File: src/rtl/sram_bus_fabric.sv
// Address-decoded SRAM bus fabric: channel chip-select/read-mux, phase counter, IRQ sync.
// Optional wait-state watchdog enabled by defining SRAM_BUS_TIMEOUT_EN.
module sram_bus_fabric #(
  parameter int SEL_BITS = 2,
  parameter int SEL_LSB  = 10,
  localparam int NCH     = 2 ** SEL_BITS,
  parameter logic [NCH-1:0] GATE_MASK = 'b0011,
  parameter int TIMEOUT  = 255
) (
  input  logic                clk,
  input  logic                nrst,
  input  logic [15:0]         sram_a,
  input  logic                sram_cs,
  input  logic                sram_oe,
  input  logic                sram_we,
  output logic [7:0]          sram_d_out,
  output logic                sram_wait,
  output logic [NCH-1:0]      ch_cs,
  input  logic [NCH*8-1:0]    ch_d,
  input  logic [NCH-1:0]      ch_wait,
  input  logic [NCH-1:0]      ch_irq,
  output logic [1:0]          phase,
  output logic                cpu_clk_en,
  output logic                irq_out,
  output logic [SEL_BITS-1:0] irq_src,
  output logic                timeout_err,
  output logic [SEL_BITS-1:0] err_ch,
  input  logic                timeout_clr
);

  logic [SEL_BITS-1:0] sel;
  logic                hit;

  assign sel        = sram_a[SEL_LSB +: SEL_BITS];
  assign hit        = sram_cs & ch_wait[sel];
  assign sram_d_out = ch_d[{sel, 3'b000} +: 8];
  assign cpu_clk_en = (phase == 2'd0);

  // Strobes are decoded by the channel devices themselves, not here.
  logic unused_strobes;
  assign unused_strobes = sram_oe ^ sram_we;

  // NOTE: every output written in always_comb gets a default first so no latch is inferred.
  always_comb begin
    ch_cs = '0;
    for (int i = 0; i < NCH; i++)
      ch_cs[i] = sram_cs && (sel == SEL_BITS'(i)) && (!GATE_MASK[i] || phase == 2'd0);
  end

  function automatic logic [SEL_BITS-1:0] lowest_set(input logic [NCH-1:0] v);
    lowest_set = '0;
    for (int i = NCH - 1; i >= 0; i--)
      if (v[i]) lowest_set = SEL_BITS'(i);
  endfunction

  // Second sync stage loads only in phase-0 cycles; irq_out/irq_src follow its next value.
  logic [NCH-1:0] irq_sync1, irq_sync2, irq_sync2_next;
  assign irq_sync2_next = (phase == 2'd0) ? irq_sync1 : irq_sync2;

  // NOTE: sequential state uses non-blocking assignments so all flops sample pre-edge values.
  always_ff @(posedge clk or negedge nrst) begin
    if (!nrst) begin
      phase     <= 2'd0;
      irq_sync1 <= '0;
      irq_sync2 <= '0;
      irq_out   <= 1'b0;
      irq_src   <= '0;
    end else begin
      phase <= phase + 2'd1;
      if (phase == 2'd0) irq_sync1 <= ch_irq;
      irq_sync2 <= irq_sync2_next;
      irq_out   <= |irq_sync2_next;
      if (|irq_sync2_next) irq_src <= lowest_set(irq_sync2_next);
    end
  end

`ifdef SRAM_BUS_TIMEOUT_EN
  localparam logic [15:0] TIMEOUT_LAST = 16'(TIMEOUT - 1);

  logic [15:0] wait_cnt;
  logic        force_low;
  logic        expire;

  // Expiry fires on the TIMEOUT-th consecutive waited cycle of one access.
  assign expire    = hit && !force_low && (wait_cnt == TIMEOUT_LAST);
  assign sram_wait = hit & ~force_low;

  always_ff @(posedge clk or negedge nrst) begin
    if (!nrst) begin
      wait_cnt    <= '0;
      force_low   <= 1'b0;
      timeout_err <= 1'b0;
      err_ch      <= '0;
    end else begin
      if (!hit)            wait_cnt <= '0;
      else if (!force_low) wait_cnt <= wait_cnt + 16'd1;

      if (expire)       force_low <= 1'b1;
      else if (!sram_cs) force_low <= 1'b0;

      if (expire) begin
        timeout_err <= 1'b1;
        err_ch      <= sel;
      end else if (timeout_clr) begin
        timeout_err <= 1'b0;
      end
    end
  end
`else
  assign sram_wait   = hit;
  assign timeout_err = 1'b0;
  assign err_ch      = '0;

  logic unused_timeout_clr;
  assign unused_timeout_clr = timeout_clr;
`endif

endmodule
File: config.mk
export PLATFORM = sky130hd
export DESIGN_NAME = sram_bus_fabric
export DESIGN_NICKNAME = d
export VERILOG_FILES = /design/src/rtl/sram_bus_fabric.sv
export SDC_FILE = /design/constraint.sdc
export NUM_CORES = 1
export LEC_CHECK = 0
export BUFFER_PORTS_ARGS = -buffer_cell sky130_fd_sc_hd__buf_2
export CAP_MARGIN = 30
export CELL_PAD_IN_SITES_DETAIL_PLACEMENT = 1
export CELL_PAD_IN_SITES_GLOBAL_PLACEMENT = 1
export CORE_ASPECT_RATIO = 0.7
export CORE_MARGIN = 2
export CORE_UTILIZATION = 25
export DETAILED_ROUTE_END_ITERATION = 8
export GPL_ROUTABILITY_DRIVEN = 1
export MAX_ROUTING_LAYER = met4
export PLACE_DENSITY = 0.87
export SYNTH_ARGS = -nofsm -noshare
export SYNTH_HDL_FRONTEND = slang
export SYNTH_SLANG_ARGS = --single-unit
export TNS_END_PERCENT = 50
File: constraint.sdc
create_clock -name clk -period 1.6 [get_ports clk]
set_clock_uncertainty 0.15 [all_clocks]
set_input_delay 0.16 -clock clk [delete_from_list [all_inputs] [get_ports clk]]
set_output_delay 0.16 -clock clk [all_outputs]
set_load 0.01 [all_outputs]
==> results.toml <==
[power_and_ir_drop]
leakage_nw = 0.672
total_power_mw = 0.846
p_clk_share_pct = 33.9
seqPwrFrac_pct = 42.1
internal_power_mw = 0.639
switchingPower_mw = 0.207
p_per_area_mw_per_mm2 = 621
peakVddDrop_uv = 340
p_sw_share_pct = 24.5
combPwrFrac_pct = 24.0

[yosys]
synth-seq-area-share_pct = 38.0
synth_top_family_by_area = "multiplexers"
synth-compound-area-share_pct = 5.56
synthMuxAreaShare_pct = 35.1
ys_warn_count = 0
synth_area_um2 = 856
synth_xor_area_share_pct = 0
synthesis.instances = 64
synth-simple-area-share_pct = 12.3
synth.distinct_cells = 26
synth.ff_latch_count = 13
syn_area_per_cell_um2 = 13.4
synthAdderAreaFrac_pct = 1.46

[routing]
dr.pass1.iters = 4
drc = 0
wl_per_cell_um = 14.6
viasPerCell = 4.44
wl_um = 2690
ant_nets = 0
vias = 817
drtIter0Drc = 21

[floorplanning]
die-area_mm2 = 0.00391
rows = 17
fp.dieW_um = 73.9
start_util_pct = 26.6
ioPinCount = 84
core_mm2 = 0.00321
die_y_um = 53.0

[critical_path]
crit_family = "flip-flops"
crit_buf_inv = 2
required_ps = 1290
cpPeakStageDelay_ps = 380
slowest_stage = "dfrtp_1"
critPathMaxFanout = 2
start_kind = "flip-flop"
cp_cell_sequence = "inv_2 > ha_4 > nand2_4 > nor3b_2 > buf_2"
arrival_ps = 1240
cp-end-kind = "output pin"
criticalPathCategory = "reg -> out"

[place]
port_buffers = 63
post-dp-hpwl_um = 2150
globalplace.congestion = 0.699
place_ws_ps = 47.3

[cells_and_area]
seq_area_um2 = 325
multi_input_area_um2 = 502
final_nets = 201
syn2layout_area_growth_pct = 59.2
fill_cells = 369
antenna_cells = 0
final_layout_size_suffix_gt1_share_pct = 66.4

[timing]
tns_ps = 0
min_period_ps = 1550
hold_viol_final = 0
drv_slew = 0
rsz0062_at_grt = "true"
period_share_pct = 96.6
fin_hold_ws_ps = 4.26
setup_slack_ps = 54.3
max_freq_mhz = 647
finalSetupViolCount = 0

[global_routing]
antenna_found_initial = 0
grt_max_degree = 14
grt_pass1_wl_um = 4260
grt_pass1_vias = 919
gr-usage-all-layers_pct = 15.4
grt-ovfl-total = 0

[flow_run]
drv_cap = 0

[cts]
root_buffer = "clkbuf_8"
htreeDepth = 1
numCtsBuffers = 3
cts_tree = "yes"
cts_sinks = 13
clock_path_buffers = 2
path_clk_slew_ps = 50
clock_latency_ps = 240

[outcome]
status = "finished, final reports clean"

[hold_path]
hold_path.class = "in -> reg"
## cell type report
cell class                      instances  area share (%)
Multi-Input combinational cell         44            36.8
Timing Repair Buffer                   73            30.9
Sequential cell                        13            23.9
Tap cell                               47            4.32
Clock buffer                            4            3.31
Inverter                                3           0.826
## power by group through the flow
stage          Clock [mW]  Combinational [mW]  Sequential, mW
6_report            0.287               0.203           0.356
5_1_grt             0.311               0.223           0.359
4_1_cts             0.303               0.205           0.356
3_5_place_dp            0               0.197           0.362
3_3_place_gp            0               0.191           0.360
2_1_floorplan           0              0.0992           0.360
## cells by family (layout without fill, tap and decap cells)
logic type	after synthesis	count (layout)
muxes	17	17
AOI/OAI and AO/OA	5	5
DFF	13	13
and+or+nand+nor	18	18
other	1	3
buffers and inverters	9	80
adders and majority gates	1	1
## path summary, 6_finish.rpt
check	start	cells after the start	slack, ps	endpoint
min in group asynchronous	nrst	2	210	irq_sync1[1]
min reg2reg	irq_src[1]	2	360	irq_src[1]
max in group asynchronous	nrst	2	860	irq_sync1[2]
max	phase[0]	5	50	ch_cs[1]
min	ch_irq[2]	2	4	irq_sync1[2]
max reg2reg	phase[0]	5	80	irq_src[0]
## routing by layer
metal | vias to the layer above | part of all wire [%] | global-route usage [%]
met5 | - | 0 | -
met2 | 30 | 54 | 27.4
met3 | 6 | 5.0 | 2.67
met4 | 0 | 2.2 | 6.06
met1 | 398 | 39 | 17.4
li1 | 383 | - | -
## Yosys cell counts
library cell	n	area, um2
a21boi_1	1	7.51
a21o_1	1	7.51
a22o_1	1	8.76
and2_1	1	6.26
and3_2	1	7.51
buf_2	1	5.00
buf_4	3	22.5
buf_6	2	22.5
conb_1	1	3.75
dfrtp_1	13	325
ha_1	1	12.5
inv_1	3	11.3
mux2_1	4	45.0
mux2_2	4	45.0
mux4_1	2	52.6
mux4_2	7	158
nand2_1	4	15.0
nand2b_1	3	18.8
nand4b_1	1	8.76
nor2_1	3	11.3
nor2b_1	1	6.26
nor3_1	2	10.0
nor3b_2	1	12.5
nor4b_1	1	8.76
o211ai_1	1	7.51
o32ai_2	1	16.3
## metrics by stage
step	area, um2	std cells	utilization, %
floorplan	868	66	-
global placement	1230	172	38.4
detailed placement	1230	172	38.4
CTS	1370	184	42.5
global route	1360	184	42.4
finish	1360	184	42.4
## state kept, by name, indices dropped and copies added (netlist names)
register   cells
phase          2
irq_sync2      4
irq_sync1      4
irq_out        1
irq_src        2
## placed cells by master, fill, tap and decap left out, types with 2 or more instances in the layout
cell type	instances
buf_2	63
buf_4	4
clkbuf_8	3
conb_1	3
dfrtp_1	13
dlygate4sd3_1	4
inv_2	2
mux2_1	4
mux2_2	4
mux4_1	2
mux4_2	7
nand2_1	3
nand2b_1	3
nor2_1	3
## repair_timing
item	in CTS	in global routing
hold endpoints to repair	16	0
hold buffers	4	0
buffers inserted	4	1
setup endpoints to repair	2	9
resized for setup	6	2
pin swaps	2	2
No activity file was read; power rests on OpenSTA's default activity.
